File: src/rtl/fp_dispatch_credit_ctrl.sv
// FPU issue dispatch with per-unit in-flight credits and merged writeback fflags.
// Optional stall counter: define FP_DISPATCH_PERF_EN to build perf_stall_count.

module fp_dispatch_credit_unit #(
  parameter int MAX_INFLIGHT = 4,
  parameter int CNT_W        = 3
) (
  input  logic clk,
  input  logic rst,
  input  logic unit_ready_i,
  input  logic acc_i,
  input  logic cmp_i,
  output logic ready_o,
  output logic nz_d_o,
  output logic underflow_o
);
  localparam logic [CNT_W-1:0] MAX_C = CNT_W'(MAX_INFLIGHT);

  logic [CNT_W-1:0] cnt_q, cnt_d;
  logic             dec;

  assign ready_o     = unit_ready_i & (cnt_q < MAX_C);
  assign underflow_o = cmp_i & (cnt_q == '0);
  assign dec         = cmp_i & (cnt_q != '0);

  // acc_i only fires while ready, so the increment can never pass MAX_C
  always_comb begin
    cnt_d = cnt_q;
    if (acc_i & ~dec)      cnt_d = cnt_q + CNT_W'(1);
    else if (dec & ~acc_i) cnt_d = cnt_q - CNT_W'(1);
  end

  assign nz_d_o = |cnt_d;

  always_ff @(posedge clk or posedge rst) begin
    if (rst) cnt_q <= '0;
    else     cnt_q <= cnt_d;
  end
endmodule

module fp_dispatch_credit_ctrl #(
  parameter int NUM_UNITS    = 5,
  parameter int ID_W         = 3,
  parameter int MAX_INFLIGHT = 4,
  parameter int NUM_WB       = 2
) (
  input  logic                  clk,
  input  logic                  rst,
  input  logic                  issue_new_request,
  input  logic [NUM_UNITS-1:0]  issue_unit,
  input  logic [ID_W-1:0]       issue_id,
  output logic [NUM_UNITS-1:0]  issue_ready,
  input  logic [NUM_UNITS-1:0]  unit_ready,
  output logic [NUM_UNITS-1:0]  unit_new_request,
  output logic [ID_W-1:0]       unit_id,
  input  logic [NUM_UNITS-1:0]  unit_complete,
  input  logic [NUM_WB-1:0]     wb_done,
  input  logic [NUM_WB-1:0]     wb_ack,
  input  logic [5*NUM_WB-1:0]   wb_fflags,
  output logic [4:0]            fflags,
  output logic                  fflags_valid,
  output logic                  busy,
  output logic                  protocol_error,
  output logic [31:0]           perf_stall_count
);
  localparam int CNT_W = $clog2(MAX_INFLIGHT + 1);

  typedef struct packed {
    logic [NUM_UNITS-1:0] req;
    logic [ID_W-1:0]      id;
  } disp_t;

  logic                 issue_onehot, accept, bad_issue;
  logic [NUM_UNITS-1:0] acc_u, nz_d, underflow;
  logic [NUM_WB-1:0]    wb_acc;
  logic [4:0]           merged;

  disp_t      disp_q, disp_d;
  logic [4:0] fflags_q;
  logic       fflags_valid_q, busy_q, err_q, err_d;

  assign issue_onehot = $onehot(issue_unit);
  assign accept       = issue_new_request & issue_onehot & |(issue_unit & issue_ready);
  assign bad_issue    = issue_new_request & ~issue_onehot;
  assign acc_u        = accept ? issue_unit : '0;

  fp_dispatch_credit_unit #(
    .MAX_INFLIGHT (MAX_INFLIGHT),
    .CNT_W        (CNT_W)
  ) u_cred [NUM_UNITS-1:0] (
    .clk          (clk),
    .rst          (rst),
    .unit_ready_i (unit_ready),
    .acc_i        (acc_u),
    .cmp_i        (unit_complete),
    .ready_o      (issue_ready),
    .nz_d_o       (nz_d),
    .underflow_o  (underflow)
  );

  assign wb_acc = wb_done & wb_ack;

  always_comb begin
    merged = '0;
    for (int k = 0; k < NUM_WB; k++)
      merged = merged | (wb_fflags[5*k +: 5] & {5{wb_acc[k]}});
  end

  // unit_id holds across idle cycles; only the strobe returns to zero
  always_comb begin
    disp_d     = disp_q;
    disp_d.req = '0;
    if (accept) begin
      disp_d.req = issue_unit;
      disp_d.id  = issue_id;
    end
  end

  assign err_d = err_q | bad_issue | (|underflow);

  always_ff @(posedge clk or posedge rst) begin
    if (rst) begin
      disp_q         <= '0;
      fflags_q       <= '0;
      fflags_valid_q <= 1'b0;
      busy_q         <= 1'b0;
      err_q          <= 1'b0;
    end else begin
      disp_q         <= disp_d;
      fflags_q       <= merged;
      fflags_valid_q <= |wb_acc;
      busy_q         <= |nz_d;
      err_q          <= err_d;
    end
  end

  assign unit_new_request = disp_q.req;
  assign unit_id          = disp_q.id;
  assign fflags           = fflags_q;
  assign fflags_valid     = fflags_valid_q;
  assign busy             = busy_q;
  assign protocol_error   = err_q;

`ifdef FP_DISPATCH_PERF_EN
  logic        stall;
  logic [31:0] perf_q;

  assign stall = issue_new_request & issue_onehot & ~|(issue_unit & issue_ready);

  always_ff @(posedge clk or posedge rst) begin
    if (rst)                             perf_q <= '0;
    else if (stall && perf_q != '1)      perf_q <= perf_q + 32'd1;
  end

  assign perf_stall_count = perf_q;
`else
  assign perf_stall_count = '0;
`endif
endmodule

File: config.mk
export PLATFORM = sky130hd
export DESIGN_NAME = fp_dispatch_credit_ctrl
export DESIGN_NICKNAME = d
export VERILOG_FILES = /design/src/rtl/fp_dispatch_credit_ctrl.sv
export SDC_FILE = /design/constraint.sdc
export NUM_CORES = 1
export LEC_CHECK = 0
export ABC_AREA = 1
export BUFFER_PORTS_ARGS = -buffer_cell sky130_fd_sc_hd__buf_2
export CAP_MARGIN = 20
export CELL_PAD_IN_SITES_DETAIL_PLACEMENT = 0
export CELL_PAD_IN_SITES_GLOBAL_PLACEMENT = 1
export CORE_MARGIN = 2
export CORE_UTILIZATION = 38
export CTS_CLUSTER_DIAMETER = 40
export DETAILED_ROUTE_END_ITERATION = 10
export GPL_ROUTABILITY_DRIVEN = 0
export PLACE_DENSITY = 0.9
export SYNTH_ARGS = -nofsm -noshare
export SYNTH_HDL_FRONTEND = slang
export SYNTH_HIERARCHICAL = 1
export SYNTH_SLANG_ARGS = --single-unit
File: constraint.sdc
create_clock -name clk -period 6 [get_ports clk]
set_clock_uncertainty 0.15 [all_clocks]
set_input_delay 0.9 -clock clk [delete_from_list [all_inputs] [get_ports clk]]
set_output_delay 0.9 -clock clk [all_outputs]
set_load 0.05 [all_outputs]
=== Word level (Yosys, flattened, before mapping) ===
Cells that the tools add are included.

* Input bits: 35
* Word-level logic and storage cells: 103
* Bits in registers: 31
* Output and inout port bits: 53

* Reductions and logical operators: 14
* Bitwise logic cells: 46
* Add/sub/neg operators: 14
* Multiplexer cells: 12
* $lt $le $gt $ge: 5
* Equality and inequality tests: 1

{| class="wikitable"
|+ Operators by type and width
! kind !! count
|-
| 2-to-1 mux 3 bit || 10
|-
| AND 1 bit || 28
|-
| adder 3 x 1 -> 3 bit, second input constant || 5
|-
| AND 5 bit || 3
|-
| zero test 3 bit || 5
|-
| less-than comparator 3 bit, second input constant || 5
|-
| nonzero test 3 bit || 5
|-
| OR reduction 15 bit || 1
|-
| subtractor 3 x 1 -> 3 bit, second input constant || 5
|-
| NOT 1 bit || 11
|-
| OR reduction 5 bit || 2
|-
| 2-to-1 mux 8 bit || 1
|-
| 2-to-1 mux 5 bit || 1
|-
| OR 5 bit || 1
|-
| adder 1 x 1 -> 2 bit || 2
|-
| adder 2 x 2 -> 3 bit || 1
|-
| adder 3 x 1 -> 3 bit || 1
|-
| == test 3 x 1 -> 1 bit, second input constant || 1
|-
| AND 2 bit || 1
|-
| OR 1 bit || 2
|-
| OR reduction 2 bit || 1
|}

=== Depth between registers and ports, before layout ===
Gate-level depths: netlist of run 1.

* Word-level depth: 12
* Gate-level depth with buffers: 19
* Mapped depth without buffers: 19

=== Cells and area by module ===
The synthesis of run 1 kept the hierarchy.

{| class="wikitable"
|+ Modules (own cells, without submodules)
! module !! cells an instance !! area each (um^2) !! instances
|-
| fp_dispatch_credit_unit (u_cred[1] ...) || 39 || 285.3 || 4
|-
| fp_dispatch_credit_ctrl || 115 || 985.9 || 1
|-
| fp_dispatch_credit_unit (u_cred[0]) || 38 || 274.0 || 1
|}

=== Least setup slack after synthesis of run 1 ===
OpenSTA, ideal clock, no wires.

* Kind: in2reg
* From: input issue_unit[0]
* To: register busy_q, in the netlist busy
* Cell stages on the path: 19
* Buffers on the path: 0
* Arrival time: 3479 ps
* Library setup time: 124 ps
* Required time: 5726 ps
* Path slack: 2247 ps
* Cells stage by stage: inv_1 fa_1 fa_1 inv_1 ha_1 nor2_1 nand2_1 nor2_4 o21ai_4 nor2_1 inv_1 nand3_2 nand2_1 nand2_1 nand2_2 nor2_1 nand2_1 nor3_1 nand2_1

* Cells in the longest elaborated chain, start to end: 12
* Elaborated cells on any way between the ends: 35
* Classes of those cells: 3 x add/sub; 1 x eq/ne; 11 x mux; 18 x bitwise; 2 x reduce/logical

{| class="wikitable"
|+ RTL lines
! item !! RTL line !! RTL
|-
| from (decl) || 50 || <nowiki>input logic [NUM_UNITS-1:0] issue_unit,</nowiki>
|-
| adder 1 x 1 -> 2 bit (not written as such) || 82 || <nowiki>assign issue_onehot = $onehot(issue_unit);</nowiki>
|-
| adder 2 x 2 -> 3 bit (not written as such) || 82 ||
|-
| adder 3 x 1 -> 3 bit (not written as such) || 82 ||
|-
| == test 3 x 1 -> 1 bit || 82 ||
|-
| AND 1 bit || 83 || <nowiki>assign accept = issue_new_request & issue_onehot & |(issue_unit & issue_ready);</nowiki>
|-
| AND 1 bit * || 83 ||
|-
| 2-to-1 mux 5 bit * || 85 || <nowiki>assign acc_u = accept ? issue_unit : '0;</nowiki>
|-
| named net acc_u[3] || 74 || <nowiki>logic [NUM_UNITS-1:0] acc_u, nz_d, underflow;</nowiki>
|-
| NOT 1 bit || 30 || <nowiki>else if (dec & ~acc_i) cnt_d = cnt_q - CNT_W'(1);</nowiki>
|-
| AND 1 bit || 30 ||
|-
| 2-to-1 mux 3 bit || 30 ||
|-
| 2-to-1 mux 3 bit * || 29 || <nowiki>if (acc_i & ~dec) cnt_d = cnt_q + CNT_W'(1);</nowiki>
|-
| named net u_cred[3].cnt_d[1] || 19 || <nowiki>logic [CNT_W-1:0] cnt_q, cnt_d;</nowiki>
|-
| OR reduction 15 bit * || 132 || <nowiki>busy_q <= |nz_d;</nowiki>
|-
| to (signal assigned) || 132 ||
|-
| to (decl) || 80 || <nowiki>logic fflags_valid_q, busy_q, err_q, err_d;</nowiki>
|}

Mark *: on every way through the listed nets, which the timed path passes. The rest lies on a longest branch.
A chain may end at the register's enable or synchronous reset.

=== Final worst setup path of run 1 ===
* From: input issue_unit[1]
* To: register busy_q, in the netlist busy

* Cells in the longest elaborated chain, start to end: 12
* Elaborated cells on any way between the ends: 35
* Classes of those cells: 3 x add/sub; 1 x eq/ne; 11 x mux; 18 x bitwise; 2 x reduce/logical

{| class="wikitable"
|+ RTL lines
! item !! RTL line
|-
| adder 1 x 1 -> 2 bit (not written as such) || 82
|-
| adder 2 x 2 -> 3 bit (not written as such) || 82
|-
| adder 3 x 1 -> 3 bit (not written as such) || 82
|-
| == test 3 x 1 -> 1 bit || 82
|-
| AND 1 bit (2 in series) || 83
|-
| 2-to-1 mux 5 bit * || 85
|-
| named net acc_u[1] || 74
|-
| NOT 1 bit || 30
|-
| AND 1 bit || 30
|-
| 2-to-1 mux 3 bit || 30
|-
| 2-to-1 mux 3 bit * || 29
|-
| named net u_cred[1].cnt_d[1] || 19
|-
| OR reduction 15 bit * || 132
|}

Marked as above.

==> impl_metrics.ini, run 1 <==
[run_status]
outcome = complete, no violations

[drt]
wl_mm = 4.88
met2_length_mm = 2.33
top_layer = met4
drt_first_pass_iters = 4
wl_per_cell_um = 10.9
drt_iter0_markers = 99
viasPerCell = 4.38
drt-met1-wl_mm = 2.05
vias = 1953
drc_errors = 0
ant_nets = 0
dr_wl_met3_um = 459

[layout]
final_core_util_pct = 45.6
area_delta_synth_final_pct = 14.4
num-fill-cells = 623
fin_nets = 423
layout.cells.non_filler = 446
drive_above_1_share_pct = 28.0
n_antenna_cell = 0

[yosys]
yosys.area.top_type = dfrtp_1
synth_top_area_share_pct = 32.3
syn_area_per_cell_um2 = 7.77
syn_inst = 309
synth.area.top_cells = dfrtp_1 32%, buf_4 10%, nand2_1 9.2%
ys_types = 20
synth_top_flop_cell = dfrtp_1
synth-edff-count = 0
synth_common_cells = 59 x nand2_1, 52 x inv_1, 38 x nand3_1
yosys_warnings = 6
syn-cell-area_um2 = 2400
synthArstFlopShare_pct = 100
synth_seq_area_share_pct = 32.3
ys_seq_elements = 31
yosysMostFrequentCell = nand2_1

[setup_path]
critPathCaptureType = register
crit_required_ps = 6020
arrival_ps = 3880
path_max_fanout = 8
worstSetupStartpointType = input pin
timing.setup.critical_path_class = input pin to register

[timing]
worstMarginPinSlew_ps = 694
layout_min_cycle_time_ps = 3860
final_max_slew_viol_count = 0
tns_ps = 0
min_period_over_period_pct = 64.3
finalHoldViolations = 0
setup_viol = 0
slew_headroom_pct = 53.7
rsz0062_at_grt = no
clock.fmax_mhz = 259
setup_slack_ps = 2140

[clock_network]
post-cts-setup-buffers = 0
cts_buffers = 5
clock_latency_ps = 280
cts-root-buf = clkbuf_8
ctsHoldBuffers = 0
clock_path_buffers = 2
clkTransAtPathRegs_ps = 60
cts_tree = built
postCtsResizedCells = 0
cts_sinks = 31
htreeDepth = 2

[floorplanning]
start_util_pct = 39.8
die-width_um = 83.5
rows = 28
die_h_um = 83.5
coreArea_um2 = 6030
dieArea_um2 = 6970
io_pins = 88

[placement]
portBuffers = 55
dpl_worst_slack_ps = 1830
place_hpwl_mm = 4.08
dp_cells = 438

[grt]
grt_pass1_vias = 1877
grt_pass1_wl_mm = 8.31
grt_overflow = 0
grt_max_degree = 17
antenna_found_initial = 0
track_usage_pct = 14.6

[power_and_ir_drop]
p_leak_nw = 1.71
ir_drop_v = 0.000153
p_per_area_nw_per_um2 = 413

[worst_hold_path]
hold_path.class = register to register

[job]
drv_cap = 0
==> final timing paths <==
check | startpoint | endpoint | cells past startpoint | slack, ps
worst max-delay path | issue_unit[1] | busy | 20 | 2140
worst min-delay path | unit_id[0] | unit_id[0] | 2 | 340
worst max register to register | u_cred[1]/cnt_q[2] | busy | 14 | 3630
worst min register to register | unit_id[0] | unit_id[0] | 2 | 340
max in group asynchronous | rst | fflags[3] | 2 | 4610
min in group asynchronous | rst | u_cred[1]/cnt_q[2] | 2 | 400
==> logic make-up (layout without fill, tap and decap cells) <==
| kind of cell | Yosys count | after routing | share of synthesized area, % |
|---|---|---|---|
| AOI/OAI and AO/OA | 2 | 2 | 1.04 |
| adders and majority gates | 18 | 18 | 10.0 |
| buffers and inverters | 89 | 120 | 18.9 |
| DFF | 31 | 31 | 32.3 |
| other | 1 | 32 | 0.156 |
| and+or+nand+nor | 168 | 168 | 37.6 |
==> worst max-delay path, stage by stage <==
cell and delay [ps]:
buf_2 120, inv_1 90, fa_1 440, fa_1 370, inv_1 70, ha_1 210
nor2_1 100, nand2_1 100, nor2_4 150, o21ai_4 120, nor2_1 370, inv_1 130
nand3_2 130, nand2_1 60, nand2_1 70, nand2_2 60, nor2_1 90, nand2_1 50
nor2_1 170, nand2_1 70
==> sequential cells by signal, summed over array words and instances (netlist names) <==
register	flops
u_cred/cnt_q	15
fflags	5
unit_new_request	5
unit_id	3
busy	1
fflags_valid	1
protocol_error	1
==> report_power, final <==
part | switching, mW | internal [mW]
logic | 0.427 | 0.201
clock network | 0.0749 | 0.105
registers | 0.0514 | 0.276
==> cell usage in the layout (no fill, tap or decap), drive strengths merged <==
master	n
clkbuf	8
conb	32
buf	55
a22o	1
dfrtp	31
nor3	1
fa	2
inv	57
nand3b	4
o21ai	1
nor4	1
nor2	25
nand3	44
ha	16
nand4	5
nand2	88
==> routing by layer <==
metal,track usage [%],up-vias
met4,4.40,0
met3,4.35,4
met5,0,-
li1,-,1003
met1,17.1,873
met2,25.7,73
==> final cells by class <==
cell class / instances / area [um2] / area share [%]
clock buffers: 8 / 100 / 3.64
inverters: 57 / 214 / 7.79
multi-input cells: 220 / 1290 / 46.9
flip-flops and latches: 31 / 776 / 28.2
well taps: 75 / 93.8 / 3.42
repair buffers: 55 / 275 / 10.0
==> metrics by stage <==
stage | total power [mW] | hold WS [ps] | cell area [um2]
after global routing | 1.25 | 371 | 2750
after global placement | 0.946 | 311 | 2650
final | 1.13 | 340 | 2750
after floorplan | 0.855 | 381 | 2520
after detailed placement | 0.961 | 314 | 2650
after CTS | 1.15 | 340 | 2750
Note: power is estimated with default switching activity, not from simulation.
==> inputs of run 2 (changes only) <==
- ABC_AREA: 1 -> 0
- CORE_UTILIZATION: 38 -> 33
- PLACE_DENSITY: 0.9 -> 0.8
- clock period: 6 -> 3.2 ns (I/O delays scaled with it)
==> run 2 against run 1 <==
  * The run now ends with negative setup slack left
  * Combinational power grew 110%
  * Count of clock-buffer cells in the layout unchanged
  * Final area rose by 8.7%
  * Non-clock buffer count is 18 higher
  * Cell count down 5.4%
  * Clock power is 85% higher
  * First-iteration DRC count is 42% lower
  * Core utilization decreased by 2.1 points
  * Synthesized area shrank 1.7%
  * Critical path type unchanged
==> impl_metrics.ini, run 2 <==
[yosys]
ys_types = 49
syn_inst = 246
synth_top_area_share_pct = 32.9
yosys.area.top_type = dfrtp_1
synth_xor_area_share_pct = 3.34
synth_fa_ha_area_share_pct = 10.2
synth_compound_area_share_pct = 9.59
synth_top_flop_cell = dfrtp_1
synthArstFlopShare_pct = 100
syn-cell-area_um2 = 2360
muxShareOfSynthArea_pct = 10.3
synth_seq_area_share_pct = 32.9
yosys_warnings = 6
synth-simple-area-share_pct = 18.4
yosysMostFrequentCell = buf_4
syn_area_per_cell_um2 = 9.60
ys_seq_elements = 31
synth_top_family_by_area = simple AND/OR/NAND/NOR gates
synth.area.top_cells = dfrtp_1 33%, buf_4 10%, ha_1 8.5%
synth-edff-count = 0
synth_common_cells = 32 x buf_4, 31 x dfrtp_1, 27 x inv_1

[timing]
layout_min_cycle_time_ps = 3600
worstMarginPinSlew_ps = 627
slew_headroom_pct = 58.2
final_max_slew_viol_count = 0
tns_ps = -426
clock.fmax_mhz = 278
setup_slack_ps = -401
setup_viol = 2
min_period_over_period_pct = 113
rsz0062_at_grt = yes
finalHoldViolations = 0

[drt]
wl_mm = 5.36
ant_nets = 0
wl_per_cell_um = 12.7
drt_first_pass_iters = 4
vias = 1957
drt_iter0_markers = 57
drc_errors = 0
viasPerCell = 4.64

[power_and_ir_drop]
ir_drop_v = 0.000355
p_leak_nw = 1.52
switching_share_pct = 46.6
clockPowerShare_pct = 14.2
seqPwrFrac_pct = 29.0
intPower_mw = 1.25
switchingPower_mw = 1.09
combinationalPowerShare_pct = 56.8
p_per_area_nw_per_um2 = 783
p_total_mw = 2.34

[layout]
n_antenna_cell = 0
final_cell_mix = 52 x buf_2, 32 x conb_1, 31 x dfrtp_1
fin_nets = 378
top_register = u_cred/cnt_q
area_delta_synth_final_pct = 26.4
drive_above_1_share_pct = 35.3
largest_reg_flops = 15
final_common_cell = buf_2

[setup_path]
arrival_ps = 3620
timing.setup.critical_path_class = input pin to register
reg2reg_slack_ps = 370
path_max_fanout = 6
crit_required_ps = 3220
critPathCaptureType = register
worstSetupStartpointType = input pin

[clock_network]
cts_sinks = 31
cts-root-buf = clkbuf_8
cts_buffers = 5
htreeDepth = 2
clock_latency_ps = 280
cts_tree = built
clkTransAtPathRegs_ps = 60
clock_path_buffers = 2

[grt]
grt_max_degree = 17
grt_overflow = 0
grt_pass1_vias = 1859
antenna_found_initial = 0
track_usage_pct = 13.6
grt_pass1_wl_mm = 8.32

[floorplanning]
die_h_um = 88.6
coreArea_um2 = 6870
start_util_pct = 34.4
dieArea_um2 = 7850
io_pins = 88
die-width_um = 88.6
rows = 30

[worst_hold_path]
hold_path.class = input pin to register

[placement]
place_hpwl_mm = 4.13
dpl_worst_slack_ps = -808
portBuffers = 55

[run_status]
outcome = finished with violations
violations = negative setup slack

[job]
drv_cap = 0
==> run 2: power groups by stage <==
stage,clock [mW],combinational [mW],sequential [mW]
2_1_floorplan,0,0.934,0.733
3_3_place_gp,0,1.23,0.672
3_5_place_dp,0,1.25,0.671
4_1_cts,0.343,1.28,0.671
5_1_grt,0.361,1.45,0.702
6_report,0.332,1.33,0.678
==> run 2: cell families (layout without fill, tap and decap cells) <==
group           after synthesis  count (layout)
buf+inv                      63             112
fa+ha+maj                    18              18
flops                        31              31
simple gates                 77              77
other cells                   1              32
compound gates               28              28
mux                          19              19
xor+xnor                      9               9
==> run 2: critical path: stages <==
cell and delay (ps):
buf_8 90, inv_8 30, fa_1 480, fa_2 350, inv_2 70, ha_4 190, or4b_4 490, a21oi_4 200
and2_4 190, mux4_2 500, a311o_1 320, nor3_2 160, nand2_1 70
==> run 2: cell type report <==
type / count / area [um2]
Tap cell: 96 / 120
Fill cell: 665 / 3880
Inverter: 31 / 124
Sequential cell: 31 / 776
Clock buffer: 8 / 100
Timing Repair Buffer: 73 / 447
Multi-Input combinational cell: 183 / 1420
==> run 2: final timing paths <==
kind / depth (start not counted) / start / end
setup / recovery: 13 / issue_unit[3] / busy
hold reg to reg: 1 / unit_id[2] / unit_id[2]
hold / removal: 2 / wb_fflags[4] / fflags[4]
setup reg to reg: 11 / u_cred[2]/cnt_q[2] / busy
min in group asynchronous: 3 / rst / u_cred[1]/cnt_q[1]
max in group asynchronous: 3 / rst / unit_new_request[0]
==> run 2: routing by layer <==
metal / vias up / track usage [%] / part of all wire (%)
li1: 943 / - / -
met1: 911 / 16.8 / 41
met2: 89 / 22.1 / 49
met3: 14 / 4.76 / 7.2
met4: 0 / 5.10 / 2.9
met5: - / 0 / 0
==> run 2: what timing repair did <==
action / in CTS / in global routing
setup buffers: 1 / 2
hold buffers: 1 / 0
endpoints found under the hold margin: 15 / 0
pin swaps: 4 / 5
setup endpoints to repair: 3 / 4
resized for setup: 12 / 8
==> run 2: stage by stage <==
stage / instance area, um2 / cells / hold WS, ps / util (%)
floorplan: 2500 / 277 / 83.6 / -
global placement: 2760 / 410 / 275 / 40.2
detailed placement: 2760 / 410 / 273 / 40.2
CTS: 2930 / 420 / 265 / 42.7
global route: 2990 / 422 / 269 / 43.5
finish: 2990 / 422 / 271 / 43.5
